$ cat src/rtl/bram_led_player.sv
// -----------------------------------------------------------------------------
// bram_led_player
//
// Plays a stored LED pattern sequence out of a block RAM onto the board LEDs.
// A start pulse latches a base address and an entry count. For each entry the
// player issues a single read, waits for the RAM to return the word, drives
// the low LED_W bits onto the LEDs, and holds them for TICK_DIV clock cycles.
// At the end of the range it either restarts from the first entry (loop=1) or
// returns to idle and pulses done. A stop pulse aborts playback at once and
// leaves the LEDs showing their current pattern.
//
// Ports
//   clk        system clock
//   rst        synchronous reset, active-high
//   start      one-cycle pulse, begins playback when idle
//   stop       one-cycle pulse, aborts playback (wins over start)
//   loop       level, restart at the first entry after the last one
//   base_addr  first RAM address, sampled when start is accepted
//   length     number of entries, sampled when start is accepted
//   r_en       RAM read enable (high for exactly one cycle per entry)
//   r_addr     RAM read address (holds its last value between reads)
//   data_in    RAM read data
//   valid_in   RAM read data valid
//   led        LED pattern
//   busy       high while playing
//   done       one-cycle pulse after a normal (non-aborted) completion
//
// State table
//   IDLE  | waiting for an accepted start
//   FETCH | r_en high for one cycle, read issued at base+index
//   WAIT  | waiting for valid_in, no timeout
//   HOLD  | LEDs held for TICK_DIV cycles, then next entry / loop / finish
// -----------------------------------------------------------------------------
module bram_led_player #(
    parameter int ADDR_W   = 8,
    parameter int DATA_W   = 16,
    parameter int LED_W    = 5,
    parameter int TICK_DIV = 12000000
) (
    input  logic              clk,
    input  logic              rst,
    input  logic              start,
    input  logic              stop,
    input  logic              loop,
    input  logic [ADDR_W-1:0] base_addr,
    input  logic [ADDR_W-1:0] length,
    output logic              r_en,
    output logic [ADDR_W-1:0] r_addr,
    input  logic [DATA_W-1:0] data_in,
    input  logic              valid_in,
    output logic [LED_W-1:0]  led,
    output logic              busy,
    output logic              done
);

    // Hold counter needs to reach TICK_DIV-1; keep at least one bit when
    // TICK_DIV is 1.
    localparam int CNT_W = (TICK_DIV > 1) ? $clog2(TICK_DIV) : 1;
    localparam logic [CNT_W-1:0]  HOLD_LAST = CNT_W'(TICK_DIV - 1);
    localparam logic [CNT_W-1:0]  CNT_ONE   = CNT_W'(1);
    localparam logic [ADDR_W-1:0] ADDR_ONE  = ADDR_W'(1);

    typedef enum logic [1:0] {
        IDLE  = 2'd0,
        FETCH = 2'd1,
        WAIT  = 2'd2,
        HOLD  = 2'd3
    } state_t;

    state_t            state;
    logic [ADDR_W-1:0] base_q;
    logic [ADDR_W-1:0] len_q;
    logic [ADDR_W-1:0] index;
    logic [CNT_W-1:0]  hold_cnt;

    // Only the low LED_W bits of a RAM word reach the pins.
    generate
        if (LED_W < DATA_W) begin : g_unused_hi
            logic unused_data_hi;
            assign unused_data_hi = ^data_in[DATA_W-1:LED_W];
        end
    endgenerate

    always_ff @(posedge clk) begin
        if (rst) begin
            state    <= IDLE;
            base_q   <= '0;
            len_q    <= '0;
            index    <= '0;
            hold_cnt <= '0;
            r_en     <= 1'b0;
            r_addr   <= '0;
            led      <= '0;
            busy     <= 1'b0;
            done     <= 1'b0;
        end else begin
            // r_en and done are single-cycle strobes; they are re-asserted
            // only on the transitions that need them.
            r_en <= 1'b0;
            done <= 1'b0;

            case (state)
                IDLE: begin
                    if (start && !stop && (length != '0)) begin
                        base_q <= base_addr;
                        len_q  <= length;
                        index  <= '0;
                        r_addr <= base_addr;
                        r_en   <= 1'b1;
                        busy   <= 1'b1;
                        state  <= FETCH;
                    end
                end

                FETCH: begin
                    if (stop) begin
                        busy  <= 1'b0;
                        state <= IDLE;
                    end else begin
                        state <= WAIT;
                    end
                end

                WAIT: begin
                    if (stop) begin
                        // The outstanding read is dropped; IDLE ignores valid_in.
                        busy  <= 1'b0;
                        state <= IDLE;
                    end else if (valid_in) begin
                        led      <= data_in[LED_W-1:0];
                        hold_cnt <= '0;
                        state    <= HOLD;
                    end
                end

                HOLD: begin
                    if (stop) begin
                        busy  <= 1'b0;
                        state <= IDLE;
                    end else if (hold_cnt == HOLD_LAST) begin
                        if (index < (len_q - ADDR_ONE)) begin
                            index  <= index + ADDR_ONE;
                            r_addr <= base_q + index + ADDR_ONE;
                            r_en   <= 1'b1;
                            state  <= FETCH;
                        end else if (loop) begin
                            index  <= '0;
                            r_addr <= base_q;
                            r_en   <= 1'b1;
                            state  <= FETCH;
                        end else begin
                            busy  <= 1'b0;
                            done  <= 1'b1;
                            state <= IDLE;
                        end
                    end else begin
                        hold_cnt <= hold_cnt + CNT_ONE;
                    end
                end

                default: begin
                    busy  <= 1'b0;
                    state <= IDLE;
                end
            endcase
        end
    end

endmodule

$ cat config.mk
export PLATFORM = sky130hd
export DESIGN_NAME = bram_led_player
export DESIGN_NICKNAME = d
export VERILOG_FILES = /design/src/rtl/bram_led_player.sv
export SDC_FILE = /design/constraint.sdc
export NUM_CORES = 1
export LEC_CHECK = 0
export BUFFER_PORTS_ARGS = -buffer_cell sky130_fd_sc_hd__buf_2
export CORE_UTILIZATION = 40
export CTS_BUF_LIST = sky130_fd_sc_hd__clkbuf_4 sky130_fd_sc_hd__clkbuf_8
export CTS_CLUSTER_SIZE = 16
export DETAILED_ROUTE_END_ITERATION = 16
export SETUP_SLACK_MARGIN = 0.05
export SLEW_MARGIN = 20
export SYNTH_ARGS = -nofsm -noshare
export SYNTH_HDL_FRONTEND = slang
export SYNTH_SLANG_ARGS = --single-unit
$ cat constraint.sdc
create_clock -name clk -period 4.2 [get_ports clk]
set_input_delay 0.42 -clock clk [delete_from_list [all_inputs] [get_ports clk]]
set_output_delay 0.42 -clock clk [all_outputs]
set_load 0.03 [all_outputs]
==> summary.md, run 1 <==
| Metric | Value |
|---|---|
| DRC | `2` |
| Resized Gates After CTS | `0` |
| # rows | `34` |
| Largest net degree at the start of global routing | `47` |
| Clock sink count | `66` |
| Area share of the largest cell type after synthesis | `35.8%` |
| Peak VDD IR | `0.210 mV` |
| Num CTS Buffers | `9` |
| Synth cell types | `62` |
| Via-to-Cell Ratio | `5.44` |
| Dpl ws | `0.901 ns` |
| Ratio of cells with drive above 1 in the final layout | `around 16%` |
| Worst-Margin Slew | `0.951 ns` |
| Postcts setup bufs | `0` |
| Area of the multi-input gates | `2180 µm²` |
| # IOs | `54` |
| # diodes | `0` |
| PortBufs | `42` |
| Setup violators final | `0` |
| Drt first-iter violations | `90` |
| Crit Path Class | `reg -> reg` |
| Fin. Hold Viols | `0` |
| Final WL | `~8.5 mm` |
| Hold Crit Class | `in -> reg` |
| Relative slew slack | `36.6%` |
| Detailed-route via count | `3199` |
| FF+latch count, synth | `66` |
| WL/cell | `14.4 µm` |
| Setup crit start kind | `register` |
| Syn Nets | `500` |
| Seq/Total Area, Yosys | `a little over a third` |
| Status | `finished, violations left` |
| Worst Hold Launch | `data_in[0]` |
| CP Capture Type | `register` |
| Min cycle time layout | `3.35 ns` |
| Total design power | `1.50 mW` |
| DP Area | `3930 µm²` |
| WHS | `0.297 ns` |
| Worst EP required | `4.39 ns` |
| Critical Path AT | `3.55 ns` |
| Register area | `1320 µm²` |
| Slew Limit Fails | `0` |
| Cell Count, Final, Fillers Out | `588` |
| RSZ-0062 raised after global routing | `false` |
| Syn avg cell area | `8.40 µm²` |
| Initial core utilization | `a little over two fifths` |
| CP max FO | `17` |
| Synth top area cells | `dfxtp_1, ha_1, a21oi_1` |
| Setup TNS | `0 ns` |
| Clock tree buffer depth | `2` |
| Worst R2R Setup Slack | `0.85 ns` |
| Antenna violations before repair | `0` |
| CP Launch Point | `len_q[2]$_SDFFE_PP0P_` |
| Vias in the first global route | `3057` |
| Core ar. | `8850 µm²` |
| Total global-route track usage | `18.4%` |
| GRT overflow | `0` |
| Final instance area | `4130 µm²` |
| Die Y | `98.1 µm` |
| Failing checks | `DRC` |
| RR Startpoint | `len_q[2]$_SDFFE_PP0P_` |
| Synth Instances | `440` |
| PD cells | `around 360 nW/µm²` |
| Number of flops mapped to enable cells by yosys | `0` |
| Gpl congestion | `around 0.8` |
| CTS Hold Bufs | `0` |
| Die area | `approximately 9600 µm²` |
| Synth Flop Type | `dfxtp_1` |
| Max-cap violations | `0` |
| First-pass GRT wire length | `14.2 mm` |
| Final Cycle Share | `79.9%` |
| Syn. warnings | `0` |
| First drt pass iteration count | `10` |
| Post-route setup slack | `0.845 ns` |
| Filler instances | `905` |
| Die X-Extent | `98.1 µm` |
| H-tree lvl count | `3` |
| Worst-Skew Late Latency | `0.35 ns` |
| Nets | `535` |
| Worst clock skew | `0.00879 ns` |
| Mapped cell area | `3690 µm²` |
| CTS tree | `done` |
| Detailed-placement wirelength estimate | `5.92 mm` |
| Fin util | `between 40% and 50%` |
| Clock tree root buffer cell | `clkbuf_8` |
| Fmax | `approximately 0.30 GHz` |
| Post-route ant nets | `0` |
| Yosys top cell by area | `dfxtp_1` |
| Leak pwr | `1.65 nW` |
| Async SR Flop Fraction | `0%` |
| Clock transition at the registers of the reported paths | `0.08 ns` |
| Placed Cells incl. Taps | `roughly 570` |
| Layout area overhead | `11.8%` |
[cells by family after synthesis]
kind of cell	share of synthesized area, %
buffers and inverters	5.25
and+or+nand+nor	23.5
muxes	3.28
xor gates and xnor gates	6.16
DFF	35.8
adders and majority gates	7.65
AOI/OAI and AO/OA	18.4
[state kept, by name, indices dropped and copies added (netlist names)]
register / count
hold_cnt: 24
r_en: 1
r_addr: 8
len_q: 8
base_q: 8
led: 5
index: 8
busy: 1
state: 2
done: 1
[worst paths after layout]
kind         cells after the start                     end
max reg2reg                     12  r_addr[3]$_SDFFE_PP0P_
max                             12  r_addr[3]$_SDFFE_PP0P_
min                              3     led[0]$_SDFFE_PP0P_
min reg2reg                      2  r_addr[3]$_SDFFE_PP0P_
[Yosys cell counts (6+ instances only)]
cell type  count
nand2_1       58
a21oi_1       47
nand4_1        9
xor2_1        10
ha_1          21
a211oi_1       9
or3_1          8
inv_1         16
clkbuf_1      11
nor2_1        42
dfxtp_1       66
mux2i_1       11
a311oi_1       6
o21ai_0       15
nand3_1        8
xnor2_1       16
nor3_1         9
[metal layers]
layer / global-route usage, % / vias up / wire length [µm]
li1: - / 1638 / -
met3: 4.58 / 6 / 298
met2: 30.9 / 47 / 4110
met1: 23.1 / 1508 / 3990
met5: 0 / - / 0
met4: 5.94 / 0 / 78
[critical path: stages (launching register included)]
cell and delay [ns]:
dfxtp_1 0.35, or4_1 0.57, nor4_1 0.26, xnor2_1 0.11, ha_1 0.30, nand4_1 0.11, a211oi_1 0.27, nor3_2 0.06
buf_4 0.21, o21a_1 0.21, o21ai_2 0.51, a211o_1 0.17, a21oi_1 0.06
[report_power, final]
| group | leakage (nW) | internal [mW] | switching [mW] |
|---|---|---|---|
| clock | 0.0956 | 0.278 | 0.272 |
| combinational | 1.02 | 0.103 | 0.172 |
| sequential | 0.535 | 0.656 | 0.0235 |
| total | 1.65 | 1.04 | 0.468 |
[cell usage in the layout (no fill, tap or decap), types with 3 or more instances in the layout]
cell type,netlist,routed
a21oi_1,47,47
nand2_1,58,58
a21o_1,4,4
nand4_1,9,9
clkbuf_8,4,9
xor2_1,10,10
xnor2_1,16,16
nand2b_1,4,4
inv_1,16,16
nor4_1,5,5
and3_1,5,5
o21a_1,3,3
nor2_1,42,42
mux2i_1,11,11
a211o_1,3,3
clkinv_4,0,4
a211oi_1,9,9
ha_1,21,21
o21ai_0,15,15
and3_2,3,3
buf_2,2,42
a311oi_1,6,6
o211ai_1,4,4
dfxtp_1,66,66
or3_1,8,8
nor3_1,9,9
nand3_1,8,8
[area by class of cell]
type | instances | area share [%]
Timing Repair Buffer | 44 | 5.45
Inverter | 16 | 1.45
Clock inverter | 7 | 1.94
Multi-Input combinational cell | 338 | 52.9
Clock buffer | 9 | 3.00
Tap cell | 108 | 3.27
Sequential cell | 66 | 32.0
(Power assumes the default switching activity.)
==> run 2, diff against run 1 <==
clock period = 3.17 ns   (was 4.2 ns; I/O delays follow)
==> summary.md, run 2 (synthesis results as in run 1) <==
| Metric | Value |
|---|---|
| Fin. Hold Viols | `0` |
| Drt first-iter violations | `135` |
| Hold Crit Class | `in -> reg` |
| Detailed-placement wirelength estimate | `6.19 mm` |
| Clock transition at the registers of the reported paths | `0.07 ns` |
| Antenna violations before repair | `0` |
| # rows | `34` |
| CTS tree | `done` |
| Most used cell, CP | `o21ai_0` |
| Critical path cell sequence | `or4_4 -> nor4_4 -> xnor2_1 -> ha_1 -> o21ai_0 -> nor2_1 -> nor3_4 -> inv_2 -> buf_4 -> o21ai_0 -> nor3b_1 -> o41ai_2` |
| Max-cap violations | `0` |
| Critical Path AT | `3.27 ns` |
| PD cells | `458 nW/µm²` |
| Final Cycle Share | `96.2%` |
| # diodes | `0` |
| H-tree lvl count | `3` |
| Detailed-route via count | `3214` |
| Nets | `546` |
| Dpl ws | `-0.0107 ns` |
| Min cycle time layout | `3.05 ns` |
| GRT overflow | `0` |
| Via-to-Cell Ratio | `5.37` |
| # IOs | `54` |
| Relative slew slack | `about 36%` |
| Worst EP required | `3.39 ns` |
| Worst-Margin Slew | `around 0.95 ns` |
| Failing checks | `DRC` |
| Final WL | `8.54 mm` |
| Total global-route track usage | `18.5%` |
| Total design power | `1.95 mW` |
| CP max FO | `6` |
| CP Capture Type | `register` |
| Setup crit start kind | `register` |
| Sequential power share | `46.4%` |
| Reg-to-Reg End | `r_addr[7]$_SDFFE_PP0P_` |
| Switching Share | `30.1%` |
| Worst clock skew | `0.00819 ns` |
| Post-route ant nets | `0` |
| Die area | `9630 µm²` |
| Clock tree buffer depth | `2` |
| DRC | `2` |
| First-pass GRT wire length | `14.3 mm` |
| NetSw | `585 µW` |
| Clock sink count | `66` |
| Gate power share | `20.3%` |
| Status | `finished, violations left` |
| Top reg by flops | `hold_cnt` |
| Num CTS Buffers | `9` |
| Vias in the first global route | `3110` |
| Crit Path Class | `reg -> reg` |
| RR Startpoint | `len_q[2]$_SDFFE_PP0P_` |
| Ratio of cells with drive above 1 in the final layout | `19.6%` |
| Critical path's top delay family | `simple AND/OR/NAND/NOR gates` |
| Worst Hold Launch | `data_in[0]` |
| Fmax | `0.328 GHz` |
| Hold path endpoint | `led[0]$_SDFFE_PP0P_` |
| Die Y | `98.1 µm` |
| P_int | `1.36 mW` |
| Gpl congestion | `0.827` |
| PortBufs | `42` |
| Initial core utilization | `41.8%` |
| Most frequent cells in the layout | `dfxtp_1, nand2_1, a21oi_1` |
| Slew Limit Fails | `0` |
| WL/cell | `approximately 14 µm` |
| Core ar. | `slightly below 9000 µm²` |
| Max reg flops | `24` |
| Layout area overhead | `15.1%` |
| Die X-Extent | `around 98 µm` |
| Post-route setup slack | `0.120 ns` |
| Slowest stage cell on the critical path | `or4_4` |
| Largest net degree at the start of global routing | `28` |
| Setup violators final | `0` |
| Peak VDD IR | `0.315 mV` |
| Crit. path cell count | `12` |
| Register-to-Register Path Depth | `12` |
| Leak pwr | `1.72 nW` |
| Worst Path Buf+Inv | `2` |
| Worst-Skew Late Latency | `roughly 0.34 ns` |
| Clock tree root buffer cell | `clkbuf_8` |
| Max incr delay on CP | `0.56 ns` |
| RSZ-0062 raised after global routing | `true` |
| First drt pass iteration count | `11` |
| Leading cell type in the layout, fill and taps excluded | `dfxtp_1` |
| Worst R2R Setup Slack | `approximately 0.12 ns` |
| WHS Path Cells | `3` |
| Clock network power share | `33.2%` |
-- run 2: cell type report --
class / count / area [µm²]
Inverter: 16 / 60.1
Clock inverter: 3 / 15.0
Fill cell: 879 / 4590
Sequential cell: 66 / 1320
Clock buffer: 13 / 160
Tap cell: 108 / 135
Multi-Input combinational cell: 338 / 2240
Timing Repair Buffer: 55 / 324
-- run 2: routing by layer --
layer  vias up  track usage [%]  wire length (µm)
met3         9             3.87               308
met1      1484             23.7              3970
met5         -                0                 0
met4         0             5.59                65
li1       1664                -                 -
met2        57             31.3              4190
-- run 2: what timing repair did --
item                                    CTS  global route
endpoints found under the setup margin    8            18
setup buffers                             0             4
gates resized for setup                   2            13
hold buffers                              0             0
pin swaps                                 0             6
-- run 2: worst max path at each step --
| stage | from | endpoint | slack, ns |
|---|---|---|---|
| 3_3_place_gp | len_q[2]$_SDFFE_PP0P_ | r_addr[4]$_SDFFE_PP0P_ | 0.07 |
| 6_report | len_q[2]$_SDFFE_PP0P_ | r_addr[7]$_SDFFE_PP0P_ | 0.12 |
| 4_1_cts | len_q[2]$_SDFFE_PP0P_ | r_addr[5]$_SDFFE_PP0P_ | 0.09 |
| 3_5_place_dp | len_q[2]$_SDFFE_PP0P_ | r_addr[2]$_SDFFE_PP0P_ | -0.01 |
| 2_1_floorplan | len_q[2]$_SDFFE_PP0P_ | index[7]$_SDFFE_PP0P_ | 0.15 |
| 5_1_grt | len_q[2]$_SDFFE_PP0P_ | r_addr[7]$_SDFFE_PP0P_ | -0.05 |
-- run 2: power groups by stage --
stage               combinational (mW)  sequential [mW]  clock, mW
floorplan                        0.250            0.945          0
global placement                 0.371            0.919          0
detailed placement               0.378            0.920          0
CTS                              0.381            0.901      0.670
global route                     0.445            0.909      0.707
finish                           0.396            0.904      0.647
-- run 2: metrics by stage --
step | setup TNS (ns) | cell area [µm²] | utilization, % | cells | hold slack [ns]
after floorplan | 0 | 3690 | - | 440 | 0.447
after global placement | 0 | 3990 | 45.1 | 579 | 0.449
after detailed placement | -0.0150 | 3990 | 45.1 | 579 | 0.447
after CTS | 0 | 4170 | 47.1 | 595 | 0.193
after global routing | -0.0491 | 4250 | 48.1 | 599 | 0.214
final | 0 | 4250 | 48.1 | 599 | 0.203
-- run 2: worst register-to-register path, delay by kind of cell (launching register included) --
kind,cells,cell delay [ns]
AOI/OAI and AO/OA,3,0.35
xor gates and xnor gates,1,0.16
adders and majority gates,1,0.26
buffers and inverters,2,0.25
DFF,1,0.35
and+or+nand+nor,5,1.55
==> run 3, diff against run 2 <==
CORE_MARGIN = 2   (was default)
CORE_UTILIZATION = 50   (was 40)
PLACE_DENSITY = 0.71   (was default)
==> summary.md, run 3 (synthesis results as in run 1) <==
| Metric | Value |
|---|---|
| Max-cap violations | `0` |
| Fin. Hold Viols | `0` |
| CP Capture Type | `register` |
| Fmax | `approximately 0.33 GHz` |
| Gpl congestion | `between 0.7 and 0.8` |
| Largest net degree at the start of global routing | `47` |
| Setup violators final | `0` |
| Clock sink count | `66` |
| Detailed-route via count | `approximately 3.3k` |
| WL/cell | `14.2 µm` |
| Die Y | `90.0 µm` |
| Post-route ant nets | `0` |
| Vias in the first global route | `3205` |
| First drt pass iteration count | `4` |
| Final Cycle Share | `96.0%` |
| Leading cell type in the layout, fill and taps excluded | `dfxtp_1` |
| Die X-Extent | `around 90 µm` |
| # rows | `31` |
| DRC | `0` |
| WHS | `0.209 ns` |
| # IOs | `54` |
| Top reg by flops | `hold_cnt` |
| Setup crit start kind | `register` |
| Total global-route track usage | `20.9%` |
| Most frequent cells in the layout | `dfxtp_1, nand2_1, a21oi_1` |
| Worst EP required | `between 3 and 4 ns` |
| Leak pwr | `1.71 nW` |
| Max reg flops | `24` |
| Initial core utilization | `about half` |
| PD cells | `between 400 and 500 nW/µm²` |
| Status | `finished clean` |
| Die area | `approximately 8000 µm²` |
| Clock tree buffer depth | `2` |
| Hold Crit Class | `in -> reg` |
| H-tree lvl count | `3` |
| # diodes | `0` |
| Nets | `543` |
| Via-to-Cell Ratio | `around 5.6` |
| Core ar. | `7210 µm²` |
| Final WL | `8.33 mm` |
| Worst-Skew Late Latency | `0.34 ns` |
| Peak VDD IR | `0.279 mV` |
| Dpl ws | `0.0919 ns` |
| Clock transition at the registers of the reported paths | `0.08 ns` |
| Relative slew slack | `40.1%` |
| PortBufs | `42` |
| CP max FO | `12` |
| Post-route setup slack | `between 0.1 and 0.15 ns` |
| Num CTS Buffers | `9` |
| GRT overflow | `0` |
| Worst clock skew | `around 0.010 ns` |
| CTS tree | `done` |
| Crit Path Class | `reg -> reg` |
| Critical Path AT | `3.22 ns` |
| Layout area overhead | `15.3%` |
| Ratio of cells with drive above 1 in the final layout | `19.1%` |
| Worst-Margin Slew | `0.898 ns` |
| Slew Limit Fails | `0` |
| Min cycle time layout | `between 3 and 4 ns` |
| RSZ-0062 raised after global routing | `true` |
| Clock tree root buffer cell | `clkbuf_8` |
| First-pass GRT wire length | `14.2 mm` |
| Detailed-placement wirelength estimate | `5.84 mm` |
| Drt first-iter violations | `187` |
| Antenna violations before repair | `0` |
| Setup TNS | `0 ns` |
-- run 3: cell type report --
| class | count | area, µm² |
|---|---|---|
| repair buffers | 52 | 298 |
| well taps | 99 | 124 |
| multi-input cells | 338 | 2230 |
| clock buffers | 10 | 138 |
| fillers | 671 | 2950 |
| clock inverters | 6 | 88.8 |
| flip-flops and latches | 66 | 1320 |
| inverters | 16 | 60.1 |
-- run 3: worst paths after layout --
check | cells past startpoint | slack [ns] | to | start
worst min register to register | 2 | 0.46 | r_addr[6]$_SDFFE_PP0P_ | r_addr[6]$_SDFFE_PP0P_
worst max-delay path | 14 | 0.13 | r_addr[5]$_SDFFE_PP0P_ | len_q[2]$_SDFFE_PP0P_
worst max register to register | 14 | 0.13 | r_addr[5]$_SDFFE_PP0P_ | len_q[2]$_SDFFE_PP0P_
worst min-delay path | 3 | 0.21 | led[0]$_SDFFE_PP0P_ | data_in[0]
-- run 3: where the power goes --
group	internal [mW]	switching (mW)	total [mW]
logic	0.163	0.241	0.404
clock network	0.466	0.344	0.809
registers	0.870	0.0347	0.904
total	1.50	0.619	2.12
-- run 3: through the flow --
step                power [mW]  util [%]  instance area [µm²]  std cells
floorplan                 1.20         -                 3690        440
finish                    2.12      59.1                 4260        587
CTS                       2.11      58.1                 4190        585
global route              2.22      59.1                 4260        587
global placement          1.28      55.0                 3970        569
detailed placement        1.30      55.0                 3970        569
-- run 3: critical path, stage by stage (launching register included) --
cell	delay, ns
dfxtp_2	0.35
or4_4	0.57
nor4_4	0.25
xnor2_1	0.10
ha_1	0.30
nand4_1	0.12
a211oi_2	0.19
nor3_2	0.06
buf_4	0.15
buf_4	0.13
o21a_1	0.19
o21ai_2	0.16
buf_12	0.16
a211o_1	0.10
a21oi_1	0.05
-- run 3: per-layer routing --
layer  wire, µm  GRT usage, %  share of wire [%]
met5          0             0                  0
met2       4080          36.6                 49
met1       3790          26.1                 46
met3        378          5.36                4.5
met4         82          4.49               0.98
-- run 3: what timing repair did --
item,4_1_cts,5_1_grt
resized for setup,0,13
buffers inserted,0,2
hold buffers,0,0
endpoints found under the setup margin,0,14
